==> src/rtl/spi_slave_param_if.sv <==
// SPI pins plus the RAM-side receive/transmit signals of the SPI slave front end.
// tx_valid carries no ready: the slave samples tx_data only while it waits for read data.
interface spi_slave_param_if #(
    parameter int W = 8
);
    logic         sclk;
    logic         ss_n;
    logic         mosi;
    logic         miso;
    logic         miso_oe;
    logic [W+1:0] rx_data;
    logic         rx_valid;
    logic [W-1:0] tx_data;
    logic         tx_valid;
    logic         frame_err;

    modport slave (
        input  sclk, ss_n, mosi, tx_data, tx_valid,
        output miso, miso_oe, rx_data, rx_valid, frame_err
    );

    modport master (
        output sclk, ss_n, mosi, tx_data, tx_valid,
        input  miso, miso_oe, rx_data, rx_valid, frame_err
    );
endinterface

==> src/rtl/spi_slave_param.sv <==
// Oversampled SPI slave: {cmd[1:0], payload[W-1:0]} frames in, read data out on miso.
// Any CPOL/CPHA mode; truncated frames raise frame_err instead of rx_valid.
module spi_slave_param #(
    parameter int W    = 8,
    parameter bit CPOL = 1'b0,
    parameter bit CPHA = 1'b0
) (
    input  logic                    clk,
    input  logic                    rst_n,
    spi_slave_param_if.slave        bus,
    output logic [2:0]              dbg_state_o
);
    localparam int CW = $clog2(W + 3);
    localparam logic [CW-1:0] RX_LAST = CW'(W + 1);
    localparam logic [CW-1:0] TX_LAST = CW'(W - 1);

    typedef enum logic [2:0] {
        S_IDLE    = 3'd0,
        S_RECV    = 3'd1,
        S_WAIT_TX = 3'd2,
        S_SEND    = 3'd3,
        S_DONE    = 3'd4
    } state_t;

    logic [2:0]   sclk_q;
    logic [1:0]   ss_q;
    logic [1:0]   mosi_q;
    logic         armed_q;

    state_t       state_q, state_d;
    logic [CW-1:0] cnt_q, cnt_d;
    logic [W+1:0] rx_shift_q, rx_shift_d;
    logic [W-1:0] tx_shift_q, tx_shift_d;
    logic         miso_q, miso_d;
    logic [W+1:0] rx_data_q, rx_data_d;
    logic         rx_valid_q, rx_valid_d;
    logic         frame_err_q, frame_err_d;

    logic         ss_sync;
    logic         sclk_rise, sclk_fall;
    logic         sample_edge, shift_edge;
    logic [W+1:0] rx_shift_nxt;

    // ss_n synchroniser resets low so a select still held low after reset never arms
    always_ff @(posedge clk) begin
        if (!rst_n) begin
            sclk_q  <= {3{CPOL}};
            ss_q    <= '0;
            mosi_q  <= '0;
            armed_q <= 1'b0;
        end else begin
            sclk_q  <= {sclk_q[1:0], bus.sclk};
            ss_q    <= {ss_q[0], bus.ss_n};
            mosi_q  <= {mosi_q[0], bus.mosi};
            if (ss_q[1]) armed_q <= 1'b1;
        end
    end

    assign ss_sync      = ss_q[1];
    assign sclk_rise    = sclk_q[1] & ~sclk_q[2];
    assign sclk_fall    = ~sclk_q[1] & sclk_q[2];
    assign sample_edge  = (CPOL == CPHA) ? sclk_rise : sclk_fall;
    assign shift_edge   = (CPOL == CPHA) ? sclk_fall : sclk_rise;
    assign rx_shift_nxt = {rx_shift_q[W:0], mosi_q[1]};

    always_ff @(posedge clk) begin
        if (!rst_n) begin
            state_q     <= S_IDLE;
            cnt_q       <= '0;
            rx_shift_q  <= '0;
            tx_shift_q  <= '0;
            miso_q      <= 1'b0;
            rx_data_q   <= '0;
            rx_valid_q  <= 1'b0;
            frame_err_q <= 1'b0;
        end else begin
            state_q     <= state_d;
            cnt_q       <= cnt_d;
            rx_shift_q  <= rx_shift_d;
            tx_shift_q  <= tx_shift_d;
            miso_q      <= miso_d;
            rx_data_q   <= rx_data_d;
            rx_valid_q  <= rx_valid_d;
            frame_err_q <= frame_err_d;
        end
    end

    always_comb begin
        state_d     = state_q;
        cnt_d       = cnt_q;
        rx_shift_d  = rx_shift_q;
        tx_shift_d  = tx_shift_q;
        miso_d      = 1'b0;
        rx_data_d   = rx_data_q;
        rx_valid_d  = 1'b0;
        frame_err_d = 1'b0;

        // Deselect overrides every state, including a tx_valid arriving in the same cycle
        if (ss_sync) begin
            state_d     = S_IDLE;
            frame_err_d = (state_q == S_RECV) || (state_q == S_WAIT_TX) ||
                          (state_q == S_SEND);
        end else begin
            case (state_q)
                S_IDLE: begin
                    if (armed_q) begin
                        cnt_d   = '0;
                        state_d = S_RECV;
                    end
                end
                S_RECV: begin
                    if (sample_edge) begin
                        rx_shift_d = rx_shift_nxt;
                        cnt_d      = cnt_q + CW'(1);
                        if (cnt_q == RX_LAST) begin
                            rx_data_d  = rx_shift_nxt;
                            rx_valid_d = 1'b1;
                            state_d    = (rx_shift_nxt[W+1:W] == 2'b11) ? S_WAIT_TX : S_DONE;
                        end
                    end
                end
                S_WAIT_TX: begin
                    if (bus.tx_valid) begin
                        cnt_d   = '0;
                        state_d = S_SEND;
                        // CPHA=0 must present the MSB before the first sample edge
                        if (CPHA) begin
                            tx_shift_d = bus.tx_data;
                        end else begin
                            miso_d     = bus.tx_data[W-1];
                            tx_shift_d = bus.tx_data << 1;
                        end
                    end
                end
                S_SEND: begin
                    miso_d = miso_q;
                    if (shift_edge) begin
                        miso_d     = tx_shift_q[W-1];
                        tx_shift_d = tx_shift_q << 1;
                    end
                    if (sample_edge) begin
                        cnt_d = cnt_q + CW'(1);
                        if (cnt_q == TX_LAST) begin
                            state_d = S_DONE;
                            miso_d  = 1'b0;
                        end
                    end
                end
                S_DONE: begin
                    state_d = S_DONE;
                end
                default: begin
                    state_d = S_IDLE;
                end
            endcase
        end
    end

    assign bus.miso      = miso_q;
    assign bus.miso_oe   = (state_q == S_SEND) && !ss_sync;
    assign bus.rx_data   = rx_data_q;
    assign bus.rx_valid  = rx_valid_q;
    assign bus.frame_err = frame_err_q;
    assign dbg_state_o   = state_q;
endmodule
==> src/flat_wrapper.sv <==
// flat-port wrapper written by rule: the top's interface ports become plain ports
module spi_slave_param_flat 
#(
    parameter int W    = 8,
    parameter bit CPOL = 1'b0,
    parameter bit CPHA = 1'b0
)
  (clk, rst_n, dbg_state_o, bus_sclk, bus_ss_n, bus_mosi, bus_tx_data, bus_tx_valid, bus_miso, bus_miso_oe, bus_rx_data, bus_rx_valid, bus_frame_err);
  spi_slave_param_if #(.W(W)) bus_i ();
  input  logic clk;
  input  logic rst_n;
  output logic [2:0] dbg_state_o;
  input wire logic [$bits(bus_i.sclk)-1:0] bus_sclk;
  input wire logic [$bits(bus_i.ss_n)-1:0] bus_ss_n;
  input wire logic [$bits(bus_i.mosi)-1:0] bus_mosi;
  input wire logic [$bits(bus_i.tx_data)-1:0] bus_tx_data;
  input wire logic [$bits(bus_i.tx_valid)-1:0] bus_tx_valid;
  output wire logic [$bits(bus_i.miso)-1:0] bus_miso;
  output wire logic [$bits(bus_i.miso_oe)-1:0] bus_miso_oe;
  output wire logic [$bits(bus_i.rx_data)-1:0] bus_rx_data;
  output wire logic [$bits(bus_i.rx_valid)-1:0] bus_rx_valid;
  output wire logic [$bits(bus_i.frame_err)-1:0] bus_frame_err;
  assign bus_i.sclk = bus_sclk;
  assign bus_i.ss_n = bus_ss_n;
  assign bus_i.mosi = bus_mosi;
  assign bus_i.tx_data = bus_tx_data;
  assign bus_i.tx_valid = bus_tx_valid;
  assign bus_miso = bus_i.miso;
  assign bus_miso_oe = bus_i.miso_oe;
  assign bus_rx_data = bus_i.rx_data;
  assign bus_rx_valid = bus_i.rx_valid;
  assign bus_frame_err = bus_i.frame_err;
  spi_slave_param #(.W(W), .CPOL(CPOL), .CPHA(CPHA)) u_core (.clk(clk), .rst_n(rst_n), .bus(bus_i), .dbg_state_o(dbg_state_o));
endmodule
==> config.mk <==
export PLATFORM = sky130hd
export DESIGN_NAME = spi_slave_param_flat
export DESIGN_NICKNAME = d
export VERILOG_FILES = /design/src/rtl/spi_slave_param_if.sv /design/src/rtl/spi_slave_param.sv /design/src/flat_wrapper.sv
export SDC_FILE = /design/constraint.sdc
export NUM_CORES = 1
export LEC_CHECK = 0
export CAP_MARGIN = 10
export CORE_ASPECT_RATIO = 0.9
export CORE_UTILIZATION = 61
export DETAILED_ROUTE_END_ITERATION = 6
export DONT_BUFFER_PORTS = 1
export PLACE_DENSITY = 0.89
export RECOVER_POWER = 50
export SYNTH_ARGS = -nofsm -noshare
export SYNTH_HDL_FRONTEND = slang
export SYNTH_SLANG_ARGS = --single-unit
==> constraint.sdc <==
create_clock -name clk -period 1.9 [get_ports clk]
set_input_delay 0 -clock clk [delete_from_list [all_inputs] [get_ports clk]]
set_output_delay 0 -clock clk [all_outputs]
set_load 0.02 [all_outputs]
Word-level counts from Yosys, hierarchy flattened
Cells that the tools add are included.
Widths: inputs -> output; s select.
- output and inout bits: 17
- register bits after elaboration: 45
- input bits: 14
- word-level logic and storage cells: 73
- bitwise operators: 8
- reductions and logical operators: 16
- muxes and demuxes: 21
- add/sub/neg operators: 1
- equal/unequal tests: 15
- operators with widths (cell ; count):
    $mux 3 ; 7
    $mux 8 ; 2
    $pmux 8 s2 ; 1
    $pmux 3 s5 ; 1
    $mux 4 ; 3
    $pmux 4 s3 ; 1
    $ne 2x1->1 const B ; 5
    $reduce_and 4->1 ; 2
    $eq 3x2->1 const B ; 2
    $ne 2x2->1 const B ; 3
    $not 1->1 ; 6
    $reduce_and 6->1 ; 1
    $mux 1 ; 5
    $reduce_and 5->1 ; 1
    $add 4x1->4 const B ; 1
    $eq 4x3->1 const B ; 1
    $eq 4x4->1 const B ; 1
    $reduce_or 2->1 ; 2
    $reduce_or 4->1 ; 1
    $eq 3x1->1 const B ; 1
    $eq 3x3->1 const B ; 1
    $logic_not 3->1 ; 1
    $reduce_and 3->1 ; 1
    $reduce_bool 3->1 ; 1
    8 further kinds ; 10

Longest topological paths before layout
Gate-level depths: netlist of run 1.
- word-level depth: 6
- depth in mapped cells: 7
- gate-level depth less buffers: 6

Least setup slack after synthesis of run 1
No wires, ideal clock.
- path kind: register to register
- start: register u_core.state_q[1], in the netlist u_core.dbg_state_o[1]
- end: register u_core.rx_data_q[2], in the netlist u_core.bus.rx_data[2]
- required time: 1785 ps
- arrival: 1659 ps
- clock period less this slack: 1774 ps
- stages on the path, launching flop included: 7
- path slack: 126 ps
- setup time: 115 ps
- path buffers: 2
- path through: dfxtp_1 > buf_6 > or4b_1 > or3_4 > buf_6 > nand3_1 > o21ai_2
- longest elaborated chain between the ends: 2
- RTL lines (element ; RTL line ; source):
    start, declared ; spi_slave_param.sv:30 ; state_t state_q, state_d;
    start signal, assigned ; spi_slave_param.sv:77 ; state_q <= state_d;
    $eq 3x1->1 ; spi_slave_param.sv:104 ; case (state_q)
    $reduce_and 4->1 (no line) ; -- ;
    end signal, assigned ; spi_slave_param.sv:82 ; rx_data_q <= rx_data_d;
    end, declared ; spi_slave_param.sv:35 ; logic [W+1:0] rx_data_q, rx_data_d;
Every way passes these cells.
A chain may end at the register's enable or synchronous reset.

Worst setup path in the final report of run 1
- start: register u_core.state_q[2], in the netlist u_core.dbg_state_o[2]
- end: register u_core.rx_data_q[0], in the netlist u_core.bus.rx_data[0]
Same word-level chain as after synthesis.

==> results of run 1 <==
-- worst paths after layout --
check,slack (ns),end,cells past startpoint
worst max-delay path,0.19,u_core.bus.rx_data[0]$_SDFFE_PN0P_,4
worst min-delay path,0.005,u_core.rx_shift_q[6]$_SDFFE_PN0P_,2
worst max register to register,0.19,u_core.bus.rx_data[0]$_SDFFE_PN0P_,4
worst min register to register,0.46,u_core.sclk_q[1]$_SDFF_PN0_,1
-- cell usage after synthesis (2+ instances only) --
cell type,number,area share [%]
buf_6,4,2.5
nor3_1,4,1.1
nand3b_1,3,1.2
o21ai_0,12,3.3
nand2b_1,4,1.4
nor2b_1,3,1.0
or4_1,2,0.82
nand4_1,3,1.0
nor2_1,18,3.7
and2_1,7,2.4
nand3_2,2,1.1
ha_1,2,1.4
clkbuf_1,8,1.6
dfxtp_1,44,48
nand2_1,15,3.1
o21ai_2,10,4.8
inv_1,3,0.61
nand3_1,8,2.2
mux2i_1,16,8.7
a21oi_1,9,2.5
-- power breakdown --
part	switching (mW)	internal (mW)
clock	0.296	0.276
sequential	0.00511	0.932
combinational	0.0489	0.0403
-- cells in the final DEF, fill, tap and decap left out, types with 4 or more instances in the layout --
master          n
dfxtp_1        44
nor2_1         18
mux2i_1        16
nand2_1        15
dlygate4sd3_1  13
o21ai_0        12
o21ai_2        10
a21oi_1         9
nand3_1         8
buf_4           6
clkbuf_4        5
nand2b_1        4
nor3_1          4
and2_1          4
-- area by class of cell --
cell class / count / area [µm²]
Timing Repair Buffer: 21 / 198.9
Sequential cell: 44 / 880.8
Multi-Input combinational cell: 135 / 865.8
Inverter: 3 / 11.26
Clock inverter: 2 / 35.03
Clock buffer: 6 / 41.29
Tap cell: 40 / 50.05
Fill cell: 231 / 709.4
-- kinds of logic (layout without fill, tap and decap cells) --
kind of cell / Yosys count / after routing / synth area share [%]
fa+ha+maj: 2 / 2 / 1.365
simple gates: 76 / 76 / 22.12
flops: 44 / 44 / 48.05
mux: 17 / 17 / 9.351
buf+inv: 15 / 32 / 4.710
compound gates: 40 / 40 / 14.40
-- metal layers --
layer | up-vias | routed length, µm | global-route usage [%] | part of all wire (%)
met2 | 71 | 1896 | 45.74 | 48
met3 | 22 | 321 | 10.58 | 8.0
met4 | 0 | 187 | 18.60 | 4.7
met5 | - | 0 | 0 | 0
met1 | 701 | 1582 | 31.85 | 40
li1 | 718 | - | - | -
-- metrics by stage --
| step | setup WS [ns] | utilization (%) | instances | hold slack (ns) | instance area, µm² |
|---|---|---|---|---|---|
| 2_1_floorplan | 0.1262 | - | 194 | 0.1273 | 1833 |
| 3_3_place_gp | 0.2577 | 66.62 | 229 | 0.1256 | 1861 |
| 3_5_place_dp | 0.2033 | 66.62 | 229 | 0.1292 | 1861 |
| 4_1_cts | 0.1843 | 74.73 | 251 | 0.004802 | 2087 |
| 5_1_grt | 0.1267 | 74.60 | 251 | 0.01947 | 2083 |
| 6_report | 0.1859 | 74.60 | 251 | 0.004573 | 2083 |
-- sequential cells by signal, summed over array words and instances (netlist names) --
name	count
u_core.bus.miso	1
u_core.rx_shift_q	9
u_core.dbg_state_o	3
u_core.ss_q	2
u_core.bus.rx_data	10
u_core.tx_shift_q	7
u_core.cnt_q	4
u_core.sclk_q	3
u_core.bus.frame_err	1
u_core.bus.rx_valid	1
u_core.mosi_q	2
u_core.armed_q	1
-- what timing repair did --
action,CTS,global route
endpoints found under the hold margin,29,0
endpoints found under the setup margin,0,0
hold buffers,14,0
gates resized for setup,0,0
==> run summary, run 1 <==
delay of the slowest cell on the worst path: 0.53 ns
maximum number of pins on one net before global-route repair: 39
primary flip-flop cell chosen by synthesis mapping: dfxtp_1
max-slew headroom at the worst pin: 69.16%
Yosys cell types: 37
clock tree from TritonCTS: built
portion of the post-synthesis area used by sequential elements: 48.05%
Worst Setup SP: u_core.dbg_state_o[2]$_SDFFE_PP0P_
gate count of the mapped netlist: 194
number of H-tree levels: 2
initial DRC count: 110
global-route wire length before repair: 6541 µm
starting density of the core: 65.64%
count of unresolved DRC violations after routing: 0
count of warnings emitted by yosys: 0
Worst EP required: 2.16 ns
highest fanout seen on the critical path: 21
Total Routing Usage GR: 28.48%
Worst Setup End Kind: flip-flop
number of failing setup endpoints in the final timing report: 0
Area Overhead vs Synth: 13.65%
DR vias: 1512
maxcap violations: 0
Post-CTS Repair Setup Buffers: 0
FF+latch count, synth: 44
setup repair after global routing missed its margin: false
number of enable flip-flop cells after synthesis: 0
worst clock skew: 0.008494 ns
Routed wire per std cell: 15.89 µm
final critical-path required period: 1.714 ns
core area: 2793 µm²
Crit Path Category: reg2reg
fraction of layout cells with a size suffix above 1: 14.22%
worst-case clock buffer depth: 2
Rows: 18
number of I/O port buffers: 0
average footprint of a synthesized cell: 9.448 µm²
Worst IR Drop VDD: 0.5041 mV
number of slew-limit violations in the final report: 0
antenna diode instance count: 0
crit path launch type: flip-flop
startpoint of the worst register-to-register path: u_core.dbg_state_o[2]$_SDFFE_PP0P_
antenna violations before repair: 0
post-detail-place hpwl: 2532 µm
actual slew at the worst max-slew pin: 0.4591 ns
number of hold violations in the final report: 0
Leakage: 0.8723 nW
Final Total Pwr: 1.598 mW
GRT Residual Overflow: 0
cell at the root of the clock tree: clkbuf_4
vias in the first global route: 1439
cells along the critical path: or4b_1, or3_4, nand3_1, o21ai_2
status: complete, no violations
I/O pin count: 31
final layout net count: 226
remaining number of nets flagged by the antenna check after routing: 0
die height: 54.01 µm
routability congestion estimate: 0.7988
post-synthesis instance area: 1833 µm²
power density over the cells: 767.2 nW/µm²
drt total wl: 3988 µm
CTS Sinks: 44
WP buf/inv: 0
timing-limited maximum frequency: 583.4 MHz
delay-heaviest family, CP: simple AND/OR/NAND/NOR gates
Clk Latency, worst-skew pair: 0.36 ns
asr flop ratio synth: 0%
data arrival time of the worst path: 1.98 ns
detail-routed via count per cell: 6.024
net count after synthesis: 210
DIE WIDTH: 59.78 µm
Worst Min Path Start: rst_n
final period utilization: 90.21%
Worst Hold Class: in2reg
1st-pass router iterations: 4
CTS clk-pin slew, worst paths: 0.13 ns
Post-Route Setup TNS: 0 ns
Num CTS Buffers: 5
cell type of the slowest stage on the worst timing path: or3_4
area of the die: 3228 µm²
Power figures use the tool's default switching activity.
==> run 2: changes to the inputs <==
- clock period: 1.9 -> 1.8 ns (I/O delays scaled with it)
==> run summary, run 2 (synthesis results as in run 1) <==
status: complete, no violations
Routed wire per std cell: 15.74 µm (-0.93%)
highest fanout seen on the critical path: 21 (unchanged)
crit path launch type: flip-flop
CTS clk-pin slew, worst paths: 0.13 ns (about the same)
Clk Latency, worst-skew pair: 0.36 ns (about the same)
worst-case clock buffer depth: 2 (unchanged)
Worst Hold Class: in2reg
max-slew headroom at the worst pin: 66.38% (-2.8 points)
Rows: 18 (unchanged)
Total Routing Usage GR: 27.14% (-1.3 points)
area of combinational cells with multiple inputs: 865.8 µm² (unchanged)
final period utilization: 93.24% (+3.0 points)
delay-heaviest family, CP: simple AND/OR/NAND/NOR gates
Register-to-Register Path Depth: 4 (unchanged)
DR vias: 1505 (-0.46%)
cell type of the slowest stage on the worst timing path: or4b_1
count of unresolved DRC violations after routing: 0 (unchanged)
final critical-path required period: 1.678 ns (-0.03579 ns)
timing-limited maximum frequency: 595.8 MHz (+2.1%)
core area: 2793 µm² (unchanged)
number of I/O port buffers: 0 (unchanged)
antenna diode instance count: 0 (unchanged)
Worst Setup End Kind: flip-flop
Worst EP required: 2.06 ns (-0.10 ns)
worst clock skew: 0.009892 ns (+0.001398 ns)
cells along the critical path: or4b_1, or3_4, nand3_1, o21ai_2
number of cells on the worst hold path: 3 (+1)
area of the die: 3228 µm² (unchanged)
delay of the slowest cell on the worst path: 0.53 ns (about the same)
count of placed standard cells in the final layout, fillers left out: 251 (unchanged)
final layout net count: 226 (unchanged)
Area Overhead vs Synth: 12.56%
Post-Route Setup TNS: 0 ns (unchanged)
most frequent standard cell in the layout excluding fill and tap cells: dfxtp_1
Largest register FFs: 10 (unchanged)
DIE WIDTH: 59.78 µm (unchanged)
starting density of the core: 65.64% (unchanged)
cell at the root of the clock tree: clkbuf_4
footprint of the flip-flops and latches: 880.8 µm² (unchanged)
drt total wl: 3951 µm (-0.93%)
depth of the critical timing path with buffers and inverters included: 4 (unchanged)
WP buf/inv: 0 (unchanged)
maxcap violations: 0 (unchanged)
power density over the cells: 766.6 nW/µm² (about the same)
fraction of layout cells with a size suffix above 1: 15.17% (+0.95 points)
vias in the first global route: 1368 (-4.9%)
remaining number of nets flagged by the antenna check after routing: 0 (unchanged)
global-route wire length before repair: 6182 µm (-5.5%)
leading cell types in the layout, fill and taps excluded: dfxtp_1, nor2_1, mux2i_1, nand2_1
1st-pass router iterations: 5 (+1)
initial DRC count: 80 (-27%)
I/O pin count: 31 (unchanged)
data arrival time of the worst path: 1.94 ns (-0.04 ns)
CTS Sinks: 44 (unchanged)
clock tree from TritonCTS: built
number of H-tree levels: 2 (unchanged)
setup repair after global routing missed its margin: false
detail-routed via count per cell: 5.996 (-0.46%)
actual slew at the worst max-slew pin: 0.5038 ns (+0.04469 ns)
maximum number of pins on one net before global-route repair: 39 (unchanged)
Cells after DPL: 230 (+0.44%)
post-detail-place hpwl: 2583 µm (+2.0%)
die height: 54.01 µm (unchanged)
Worst IR Drop VDD: 0.5753 mV (+14%)
number of failing setup endpoints in the final timing report: 0 (unchanged)
final worst-path setup slack: 0.1217 ns (-0.06421 ns)
antenna violations before repair: 0 (unchanged)
Leakage: 0.8682 nW (-0.47%)
Num CTS Buffers: 5 (unchanged)
number of slew-limit violations in the final report: 0 (unchanged)
GRT Residual Overflow: 0 (unchanged)
routability congestion estimate: 0.7926 (-0.78%)
number of hold violations in the final report: 0 (unchanged)
pre-CTS setup slack: 0.09109 ns (-0.1122 ns)
Fill cells: 210 (-9.1%)
Crit Path Category: reg2reg
fin util: 73.88% (-0.72 points)
[run 2: cell count changes in the layout (fill, tap and decap cells not counted), sizes merged]
cell,before,now
bufinv,1,0
clkbuf,7,8
clkinv,1,2
dlygate4sd3,13,12
[run 2: layout make-up]
type | count | area share [%]
Clock inverter | 2 | 0.4851
Timing Repair Buffer | 21 | 9.400
Sequential cell | 44 | 42.69
Clock buffer | 6 | 2.486
Multi-Input combinational cell | 135 | 41.96
Inverter | 3 | 0.5458
Tap cell | 40 | 2.426
[run 2: power by group]
group	internal (mW)	total [mW]	leakage (nW)	switching (mW)
logic	0.0415	0.0936	0.474	0.0522
clock network	0.186	0.499	0.0380	0.313
registers	0.983	0.989	0.356	0.00562
total	1.21	1.58	0.868	0.371
[run 2: path summary, 6_finish.rpt]
kind | from | end | slack [ns]
hold / removal | bus_tx_valid | u_core.dbg_state_o[0]$_SDFFE_PP0P_ | 0.003
setup / recovery | u_core.ss_q[1]$_SDFF_PN0_ | u_core.bus.rx_data[1]$_SDFFE_PN0P_ | 0.12
hold reg to reg | u_core.mosi_q[0]$_SDFF_PN0_ | u_core.mosi_q[1]$_SDFF_PN0_ | 0.45
setup reg to reg | u_core.ss_q[1]$_SDFF_PN0_ | u_core.bus.rx_data[1]$_SDFFE_PN0P_ | 0.12
[run 2: repair_timing]
action	4_1_cts	5_1_grt
setup buffers	0	0
hold buffers	13	0
gates resized for setup	0	0
setup endpoints to repair	0	1
hold endpoints to repair	29	0
[run 2: stage by stage]
stage          total power [mW]  hold WS (ns)  area [µm²]
6_report                  1.582      0.002594        2063
5_1_grt                   1.632       0.01414        2063
3_3_place_gp              1.062        0.1266        1868
3_5_place_dp              1.065        0.1285        1868
2_1_floorplan             1.061        0.1273        1833
4_1_cts                   1.583      0.001130        2069
[run 2: worst reg2reg max path, cell delays in order, from the launching register on]
cell and delay (ns):
dfxtp_1 0.33, or4b_1 0.53, or3_4 0.49, nand3_1 0.16, o21ai_2 0.07
[run 2: layer usage]
layer	track usage [%]	wire length, µm	vias to the layer above
li1	-	-	719
met1	30.21	1565	697
met2	44.26	1971	77
met3	11.78	334	12
met4	13.95	80	0
met5	0	0	-
==> run 3: changes to the inputs <==
- ABC_AREA: default -> 1
- CTS_CLUSTER_SIZE: default -> 8
==> run summary, run 3 <==
cells along the critical path: inv_2, nand3_2, buf_4, nor2_2
starting density of the core: 63.57% (-2.1 points)
asr flop ratio synth: 0% (unchanged)
power density over the cells: 1171 nW/µm² (+53%)
Worst EP required: 1.80 ns (-0.26 ns)
number of I/O port buffers: 0 (unchanged)
Total Routing Usage GR: 25.80% (-1.3 points)
leading cell type by number of instances after synthesis: nand2_1
data arrival time of the worst path: 1.61 ns (-0.33 ns)
WP buf/inv: 2 (+2)
Register-to-Register Path Depth: 6 (+2)
worst clock skew: 0.008575 ns (-0.001317 ns)
final critical-path required period: 1.613 ns (-0.06493 ns)
count of unresolved DRC violations after routing: 0 (unchanged)
gate count of the mapped netlist: 278 (+43%)
core area: 3043 µm² (+9.0%)
detail-routed via count per cell: 5.006 (-17%)
vias in the first global route: 1551 (+13%)
antenna violations before repair: 0 (unchanged)
length of routed met2 wiring: 1832 µm (-7.1%)
wire length on met1: 1776 µm (+13%)
crit path launch type: flip-flop
count of warnings emitted by yosys: 0 (unchanged)
initial DRC count: 125 (+56%)
Area Overhead vs Synth: 11.06%
global-route wire length before repair: 6561 µm (+6.1%)
setup slack on the worst flop-to-flop path: 0.22 ns (+0.10 ns)
GRT Residual Overflow: 0 (unchanged)
average footprint of a synthesized cell: 6.958 µm² (-26%)
number of H-tree levels: 2 (unchanged)
post-synthesis instance area: 1934 µm² (+5.5%)
post-synth top area cell: dfxtp_1
Routed wire per std cell: 11.44 µm (-27%)
timing-limited maximum frequency: 619.8 MHz (+4.0%)
number of slew-limit violations in the final report: 0 (unchanged)
clock tree from TritonCTS: built
most used standard cells in the synthesized netlist: nand2_1, nor2_1, dfxtp_1
I/O pin count: 31 (unchanged)
critical register-to-register path endpoint: u_core.tx_shift_q[3]$_SDFFE_PN0P_
leading cell types in the layout, fill and taps excluded: nand2_1, nor2_1, dfxtp_1, inv_1
FF+latch count, synth: 44 (unchanged)
Worst Setup End Kind: output port
Yosys cell types: 25 (-32%)
delay of the slowest cell on the worst path: 0.46 ns (-0.07 ns)
Largest register FFs: 10 (unchanged)
CTS Sinks: 44 (unchanged)
setup repair after global routing missed its margin: false
DIE WIDTH: 61.36 µm (+2.6%)
Fill cells: 255 (+21%)
antenna diode instance count: 0 (unchanged)
1st-pass router iterations: 4 (-1)
maximum number of pins on one net before global-route repair: 36 (-7.7%)
drt total wl: 3868 µm (-2.1%)
number of hold violations in the final report: 0 (unchanged)
routability congestion estimate: 0.8780 (+11%)
most frequent standard cell in the layout excluding fill and tap cells: nand2_1
pre-CTS setup slack: 0.2542 ns (+0.1632 ns)
ranking of synthesized cells by area: dfxtp_1, nand2_1, nor2_1
Post-Route Setup TNS: 0 ns (unchanged)
Final Total Pwr: 2.516 mW (+59%)
uppermost routed layer: met4
delay-heaviest family, CP: flip-flops
Rows: 19 (+1)
Hold Path End: u_core.dbg_state_o[2]$_SDFFE_PP0P_
Clk Latency, worst-skew pair: 0.36 ns (about the same)
Worst Min Path Start: bus_tx_valid
final period utilization: 89.63% (-3.6 points)
fraction of layout cells with a size suffix above 1: 9.797% (-5.4 points)
Leakage: 0.9685 nW (+12%)
Crit Path Category: reg2out
status: complete, no violations
max-slew headroom at the worst pin: 18.11% (-48 points)
number of enable flip-flop cells after synthesis: 0 (unchanged)
Num CTS Buffers: 5 (unchanged)
cell at the root of the clock tree: clkbuf_4
highest fanout seen on the critical path: 7 (-67%)
primary flip-flop cell chosen by synthesis mapping: dfxtp_1
routed length on met3: 195 µm (-42%)
remaining number of nets flagged by the antenna check after routing: 0 (unchanged)
Worst IR Drop VDD: 0.9282 mV (+61%)
actual slew at the worst max-slew pin: 1.228 ns (+0.7246 ns)
DR vias: 1692 (+12%)
maxcap violations: 0 (unchanged)
number of cells on the worst hold path: 6 (+3)
final worst-path setup slack: 0.1866 ns (+0.06493 ns)
portion of the post-synthesis area used by sequential elements: 45.54% (-2.5 points)
final layout net count: 312 (+38%)
Post-CTS Repair Setup Buffers: 0 (unchanged)
die height: 55.42 µm (+2.6%)
area of the die: 3401 µm² (+5.3%)
startpoint of the worst register-to-register path: u_core.dbg_state_o[2]$_SDFFE_PP0P_
net count after synthesis: 294 (+40%)
cell type of the slowest stage on the worst timing path: dfxtp_1
number of failing setup endpoints in the final timing report: 0 (unchanged)
Yosys top cell area share: 45.54% (-2.5 points)
worst-case clock buffer depth: 2 (unchanged)
post-detail-place hpwl: 2448 µm (-5.2%)
CTS clk-pin slew, worst paths: 0.12 ns (about the same)
Worst Hold Class: in2reg
[run 3: metrics by stage]
stage,utilization [%],cell area [µm²],hold slack [ns],cells
global route,70.60,2148,0.1642,338
CTS,71.13,2165,0.1052,338
finish,70.60,2148,0.1137,338
global placement,64.56,1964,0.09956,316
floorplan,-,1934,0.09763,278
detailed placement,64.56,1964,0.1049,316
[run 3: worst min-delay path: cells and delay by family]
family | cells | cell delay, ns
and+or+nand+nor | 5 | 0.39
buffers and inverters | 1 | 0.05
[run 3: timing repair]
item                       4_1_cts  5_1_grt
setup endpoints to repair        0        3
gates resized for setup          0        2
hold buffers                    15        0
hold endpoints to repair        43        0
[run 3: where the power goes]
group          leakage, nW  switching (mW)  internal (mW)
sequential           0.357           0.136           1.09
combinational        0.584           0.541          0.295
clock               0.0271           0.312          0.143
total                0.969           0.989           1.53
[run 3: final cells by class]
class,count,area [µm²],area share [%]
well taps,42,52.55,2.446
inverters,34,135.1,6.290
flip-flops and latches,44,880.8,41.00
clock buffers,5,37.54,1.747
clock inverters,2,12.51,0.5824
repair buffers,19,166.4,7.746
multi-input cells,192,863.3,40.19
[run 3: routing by layer]
| layer | track usage [%] | vias to the layer above |
|---|---|---|
| li1 | - | 895 |
| met2 | 40.84 | 41 |
| met1 | 32.43 | 749 |
| met3 | 7.728 | 7 |
| met4 | 10.16 | 0 |
| met5 | 0 | - |
[run 3: cell families (layout without fill, tap and decap cells)]
family	count (synthesis)	in the layout	synth area share [%]
flops	44	44	45.54
compound gates	33	33	8.538
simple gates	157	157	34.93
buf+inv	42	60	9.702
fa+ha+maj	2	2	1.293
[run 3: worst max-delay path by stage]
stage	to	start	depth (start not counted)
2_1_floorplan	u_core.bus.rx_data[3]$_SDFFE_PN0P_	u_core.dbg_state_o[1]$_SDFFE_PP0P_	10
3_3_place_gp	u_core.tx_shift_q[1]$_SDFFE_PN0P_	u_core.dbg_state_o[2]$_SDFFE_PP0P_	7
3_5_place_dp	u_core.tx_shift_q[4]$_SDFFE_PN0P_	u_core.dbg_state_o[2]$_SDFFE_PP0P_	7
4_1_cts	bus_miso_oe	u_core.dbg_state_o[2]$_SDFFE_PP0P_	4
5_1_grt	u_core.rx_shift_q[6]$_SDFFE_PN0P_	u_core.dbg_state_o[2]$_SDFFE_PP0P_	7
6_report	bus_miso_oe	u_core.dbg_state_o[2]$_SDFFE_PP0P_	4
